--- src/rtl/fix_acc_seq_if.sv ---
// fix_acc_seq_if: control, operand-stream and result-stream signals of the
// fixed-point accumulation sequencer.
// Optional feature macro: FIX_ACC_SAT_FLAG_EN adds the sticky sat_flag signal.
interface fix_acc_seq_if #(
   parameter int W = 16
);
   logic         start;
   logic [W-1:0] bias;
   logic         in_valid;
   logic         in_ready;
   logic [W-1:0] in_data;
   logic         out_valid;
   logic         out_ready;
   logic [W-1:0] out_data;
   logic         busy;
`ifdef FIX_ACC_SAT_FLAG_EN
   logic         sat_flag;
`endif

   // Producer/consumer side: drives commands and operands, takes results.
   modport master (
      output start, bias, in_valid, in_data, out_ready,
`ifdef FIX_ACC_SAT_FLAG_EN
      input  sat_flag,
`endif
      input  in_ready, out_valid, out_data, busy
   );

   // Sequencer side.
   modport slave (
      input  start, bias, in_valid, in_data, out_ready,
`ifdef FIX_ACC_SAT_FLAG_EN
      output sat_flag,
`endif
      output in_ready, out_valid, out_data, busy
   );
endinterface

--- src/rtl/fix_acc_seq.sv ---
// fix_acc_seq: accumulates N signed operands onto a bias through one
// saturating adder (clamp applied at every step, symmetric range, -2^(W-1)
// never produced) and presents the result on a valid/ready output.
// Optional feature macro: FIX_ACC_SAT_FLAG_EN adds a sticky saturation flag.
module fix_acc_seq #(
   parameter int W  = 16,
   parameter int N  = 784,
   parameter int CW = $clog2(N + 1)
) (
   input  logic             clk,
   input  logic             rst_n,
   fix_acc_seq_if.slave     bus
);

   typedef enum logic [1:0] {
      ST_IDLE = 2'd0,
      ST_ACC  = 2'd1,
      ST_DONE = 2'd2
   } state_t;

   localparam logic signed [W:0] MAX_C  = $signed({2'b00, {(W-1){1'b1}}});
   localparam logic signed [W:0] MIN_C  = -MAX_C;
   localparam logic [CW-1:0]     LAST_C = CW'(N - 1);

   // Exact sum of two W-bit signed values at W+1 bits (cannot overflow).
   function automatic logic signed [W:0] ext_sum(input logic [W-1:0] a,
                                                 input logic [W-1:0] b);
      return $signed({a[W-1], a}) + $signed({b[W-1], b});
   endfunction

   // Clamp an exact sum into the symmetric range [MIN, MAX].
   function automatic logic [W-1:0] sat_val(input logic signed [W:0] s);
      if (s > MAX_C) begin
         return MAX_C[W-1:0];
      end else if (s < MIN_C) begin
         return MIN_C[W-1:0];
      end else begin
         return s[W-1:0];
      end
   endfunction

   // True when the exact sum lies outside the symmetric range.
   function automatic logic sat_hit(input logic signed [W:0] s);
      return (s > MAX_C) || (s < MIN_C);
   endfunction

   state_t            state_q, state_d;
   logic [W-1:0]      acc_q,   acc_d;
   logic [CW-1:0]     cnt_q,   cnt_d;
   logic signed [W:0] load_sum_s;
   logic signed [W:0] step_sum_s;
`ifdef FIX_ACC_SAT_FLAG_EN
   logic              sat_q,   sat_d;
`endif

   // State, accumulator and term counter registers.
   always_ff @(posedge clk or negedge rst_n) begin
      if (!rst_n) begin
         state_q <= ST_IDLE;
         acc_q   <= {W{1'b0}};
         cnt_q   <= {CW{1'b0}};
`ifdef FIX_ACC_SAT_FLAG_EN
         sat_q   <= 1'b0;
`endif
      end else begin
         state_q <= state_d;
         acc_q   <= acc_d;
         cnt_q   <= cnt_d;
`ifdef FIX_ACC_SAT_FLAG_EN
         sat_q   <= sat_d;
`endif
      end
   end

   // Next-state logic: bias load in IDLE, one saturating step per accepted operand.
   always_comb begin
      state_d    = state_q;
      acc_d      = acc_q;
      cnt_d      = cnt_q;
`ifdef FIX_ACC_SAT_FLAG_EN
      sat_d      = sat_q;
`endif
      load_sum_s = ext_sum(bus.bias, {W{1'b0}});
      step_sum_s = ext_sum(acc_q, bus.in_data);
      case (state_q)
         ST_IDLE: begin
            if (bus.start) begin
               state_d = ST_ACC;
               acc_d   = sat_val(load_sum_s);
               cnt_d   = {CW{1'b0}};
`ifdef FIX_ACC_SAT_FLAG_EN
               sat_d   = sat_hit(load_sum_s);
`endif
            end else begin
               state_d = ST_IDLE;
            end
         end
         ST_ACC: begin
            if (bus.in_valid) begin
               acc_d = sat_val(step_sum_s);
               cnt_d = cnt_q + CW'(1);
`ifdef FIX_ACC_SAT_FLAG_EN
               sat_d = sat_q | sat_hit(step_sum_s);
`endif
               // The handshake that brings the count to N closes the stream.
               if (cnt_q == LAST_C) begin
                  state_d = ST_DONE;
               end else begin
                  state_d = ST_ACC;
               end
            end else begin
               state_d = ST_ACC;
            end
         end
         ST_DONE: begin
            if (bus.out_ready) begin
               state_d = ST_IDLE;
            end else begin
               state_d = ST_DONE;
            end
         end
         default: begin
            state_d = ST_IDLE;
         end
      endcase
   end

   // Outputs are decoded from state or driven straight from registers.
   assign bus.in_ready  = (state_q == ST_ACC);
   assign bus.out_valid = (state_q == ST_DONE);
   assign bus.busy      = (state_q != ST_IDLE);
   assign bus.out_data  = acc_q;
`ifdef FIX_ACC_SAT_FLAG_EN
   assign bus.sat_flag  = sat_q;
`endif

endmodule

--- src/flat_wrapper.sv ---
// flat-port wrapper written by rule: the top's interface ports become plain ports
module fix_acc_seq_flat 
#(
   parameter int W  = 16,
   parameter int N  = 784,
   parameter int CW = $clog2(N + 1)
)
  (clk, rst_n, bus_start, bus_bias, bus_in_valid, bus_in_data, bus_out_ready, bus_in_ready, bus_out_valid, bus_out_data, bus_busy);
  fix_acc_seq_if #(.W(W)) bus_i ();
  input  logic clk;
  input  logic rst_n;
  input wire logic [$bits(bus_i.start)-1:0] bus_start;
  input wire logic [$bits(bus_i.bias)-1:0] bus_bias;
  input wire logic [$bits(bus_i.in_valid)-1:0] bus_in_valid;
  input wire logic [$bits(bus_i.in_data)-1:0] bus_in_data;
  input wire logic [$bits(bus_i.out_ready)-1:0] bus_out_ready;
  output wire logic [$bits(bus_i.in_ready)-1:0] bus_in_ready;
  output wire logic [$bits(bus_i.out_valid)-1:0] bus_out_valid;
  output wire logic [$bits(bus_i.out_data)-1:0] bus_out_data;
  output wire logic [$bits(bus_i.busy)-1:0] bus_busy;
  assign bus_i.start = bus_start;
  assign bus_i.bias = bus_bias;
  assign bus_i.in_valid = bus_in_valid;
  assign bus_i.in_data = bus_in_data;
  assign bus_i.out_ready = bus_out_ready;
  assign bus_in_ready = bus_i.in_ready;
  assign bus_out_valid = bus_i.out_valid;
  assign bus_out_data = bus_i.out_data;
  assign bus_busy = bus_i.busy;
  fix_acc_seq #(.W(W), .N(N), .CW(CW)) u_core (.clk(clk), .rst_n(rst_n), .bus(bus_i));
endmodule
--- config.mk ---
export PLATFORM = sky130hd
export DESIGN_NAME = fix_acc_seq_flat
export DESIGN_NICKNAME = d
export VERILOG_FILES = /design/src/rtl/fix_acc_seq_if.sv /design/src/rtl/fix_acc_seq.sv /design/src/flat_wrapper.sv
export SDC_FILE = /design/constraint.sdc
export NUM_CORES = 1
export LEC_CHECK = 0
export ABC_AREA = 1
export BUFFER_PORTS_ARGS = -buffer_cell sky130_fd_sc_hd__buf_4
export CORE_MARGIN = 1.5
export CORE_UTILIZATION = 56
export DETAILED_ROUTE_END_ITERATION = 8
export PLACE_DENSITY = 0.8
export SLEW_MARGIN = 25
export SYNTH_ARGS = -nofsm -noshare
export SYNTH_HDL_FRONTEND = slang
export SYNTH_SLANG_ARGS = --single-unit
--- constraint.sdc ---
create_clock -name clk -period 3.2 [get_ports clk]
set_clock_uncertainty 0.15 [all_clocks]
set_input_delay 0.48 -clock clk [delete_from_list [all_inputs] [get_ports clk]]
set_output_delay 0.48 -clock clk [all_outputs]
set_load 0.02 [all_outputs]
==> impl_metrics.yaml <==
status:
  outcome: "finished, final reports clean"
grt:
  grt_use_total: 0.2801
  grt_pass1_wl_mm: 12.10
  grt_max_degree: 29
  first_global_vias: 2867
  grt-ovfl-total: 0
  antenna_found_initial: 0
detailed_routing:
  firstDrtPassIters: 4
  final_antenna_net_count: 0
  routed-via-count: 3087
  routed_via_density: 5.077
  wl_per_cell_um: 11.89
  initialDrtViolationCount: 253
  drc: 0
  drt_wl_total_mm: 7.227
yosys:
  synth_most_common_cell: "nand2_1"
  yosysSeqAreaShare: 0.2500
  avgSynthCellArea_um2: 5.743
  ys_ff_latch: 28
  synth_adder_area_share: 0.08750
  syn_nets: 544
  synth_cells: 488
  synth_edf_count: 0
  synth_simple_gate_area_frac: 0.4500
  synth_area_leaders: "nand2_1 (29%), dfrtp_1 (25%), inv_1 (12%), ha_1 (8.0%), nand3_1 (5.5%)"
  synth.distinct_cells: 32
  yosysTopAreaCell: "nand2_1"
  synth_xor_area_frac: 0.006250
  synthMuxAreaShare: 0
  synth-main-ff-cell: "dfrtp_1"
  synth_top_family_by_area: "simple AND/OR/NAND/NOR gates"
  synth_top_cell_area_share: 0.2879
  ys_warn_count: 0
  async_flop_share: 1.000
  syn_area_um2: 2803
  netlist_top_cells_count: "nand2_1 (215), inv_1 (88), nand3_1 (31)"
  synth-compound-area-share: 0.06563
pwr:
  power_mw: 3.204
  leakage_nw: 2.063
  p_per_area_nw_per_um2: 958.3
  vdd_drop_max_mv: 0.5198
setup_path:
  crit_path_end_kind: "flip-flop"
  start_kind: "flip-flop"
  reg2reg_slack_ns: 0.49
  crit_top_cell: "nand2_1"
  r2r_end: "u_core.bus.out_data[5]"
  path_max_fanout: 15
  reg2reg_depth: 19
  crit_arrival_ns: 2.73
  worst_path_largest_cell_delay_ns: 0.40
  path_cells: "ha_1, inv_1, fa_1, inv_1, nand3_1, nand2_1, nand3_1, nand3_1, nand2_1, nand2_1, nand2_1, nor2_1, nand2_1, nand2_2, nand2_4, nand2_1, nand2_1, nand2_1, nand2_1"
  crit_path_top_delay_cell: "fa_1"
  rr_startpoint: "u_core.bus.out_data[0]"
  required_ns: 3.22
  crit_type: "reg2reg"
timing:
  relSlewSlack: 0.6147
  slew_violations: 0
  tightest_slew_ns: 0.5774
  min_period_ns: 2.706
  finalCritPeriodShare: 0.8458
  setup-tns-final_ns: 0
  hold_violations: 0
  whs_ns: 0.2520
  fmax_ghz: 0.3695
  setup_viol: 0
  rsz0062_at_grt: "false"
cts:
  ctsResizeCount: 0
  cts_buffers: 3
  ctsHoldBuffers: 1
  cts_tree: "built"
  clock_path_buffers: 2
  clock_sinks: 28
  cts-root-buf: "clkbuf_8"
  cts_setup_buffers: 0
  path_clk_slew_ns: 0.10
  clkLatencyLatePin_ns: 0.27
  htreeDepth: 1
placement:
  dpl.cell_count: 603
  port_buffers: 55
  place_congestion: 0.8729
  dp_hpwl_mm: 5.981
finish:
  diodes: 0
  syn2layout_area_growth_pct: 19.29
  final_cells: 608
  fin_util: 0.6986
  drive_gt1_frac: 0.1331
  final_nets: 598
floorplanning:
  die_y_um: 73.75
  dieArea_um2: 5438
  row_count: 25
  start_util: 0.5856
  io-pin-count: 56
  core_area_um2: 4786
  die_w_um: 73.75
hold_path:
  hold_path.startpoint: "bus_out_ready"
  hold_depth: 2
  min_to: "u_core.state_q[1]"
  hp-class: "in2reg"
run:
  maxCapViolCount: 0
==> sequential cells by signal, indices dropped and copies added, names as in the netlist <==
register / cells
u_core.bus.out_data: 16
u_core.cnt_q: 10
u_core.state_q: 2
==> logic make-up after synthesis <==
logic type / after synthesis
DFF: 28
xor gates and xnor gates: 2
and+or+nand+nor: 305
buffers and inverters: 100
AOI/OAI and AO/OA: 34
adders and majority gates: 19
==> worst max-delay path, delay by kind of cell (launching register included) <==
kind / cells / cell delay [ns]
buffers and inverters: 2 / 0.20
and+or+nand+nor: 15 / 1.26
DFF: 1 / 0.39
adders and majority gates: 2 / 0.62
==> stage by stage <==
stage	setup WS, ns	cell area (µm²)
CTS	0.5236	3343
finish	0.4935	3343
global placement	0.4075	3262
detailed placement	0.3740	3262
global route	0.2435	3343
floorplan	0.6644	2803
==> final cells by class <==
type	instances	area (µm²)
clock inverter	1	30.03
inverter	91	341.6
clock buffer	3	41.29
timing repair buffer	58	437.9
multi-input combinational	360	1708
tap	67	83.83
fill	465	1443
sequential	28	700.7
==> metal layers <==
| layer | share of wire | wire length [µm] | track usage | vias to the layer above |
|---|---|---|---|---|
| met4 | 0.014 | 104 | 0.05967 | 0 |
| met1 | 0.46 | 3292 | 0.3801 | 1381 |
| met2 | 0.48 | 3445 | 0.4915 | 96 |
| li1 | - | - | - | 1600 |
| met5 | 0 | 0 | 0 | - |
| met3 | 0.053 | 384 | 0.01509 | 10 |
==> how the worst max path moves through the flow <==
stage / startpoint / endpoint / slack [ns]
6_report: u_core.bus.out_data[0] / u_core.bus.out_data[5] / 0.49
5_1_grt: u_core.bus.out_data[0] / u_core.bus.out_data[11] / 0.24
4_1_cts: u_core.bus.out_data[0] / u_core.bus.out_data[1] / 0.52
3_5_place_dp: bus_in_data[0] / u_core.bus.out_data[1] / 0.37
3_3_place_gp: bus_in_data[5] / u_core.bus.out_data[2] / 0.41
2_1_floorplan: u_core.bus.out_data[0] / u_core.bus.out_data[5] / 0.66
==> layout by cell type (no fill, tap or decap), types with 2 or more instances in the layout <==
cell,synthesis,routed
nand3_1,31,31
inv_1,88,88
dfrtp_1,28,28
nor2_1,28,28
nor3_1,10,10
ha_1,18,18
nor4_1,3,3
o21ai_0,8,8
a21oi_1,21,21
nand2_1,215,215
nand4_1,7,7
buf_4,1,57
inv_2,2,2
clkbuf_8,0,3
nand2_2,5,5
==> power by group <==
group          leakage (nW)  switching, mW  internal, mW
Clock                0.0357          0.110         0.167
Sequential            0.347          0.148         0.495
Combinational          1.68           1.46         0.822
Total                  2.06           1.72          1.48
Power figures use the tool's default switching activity.
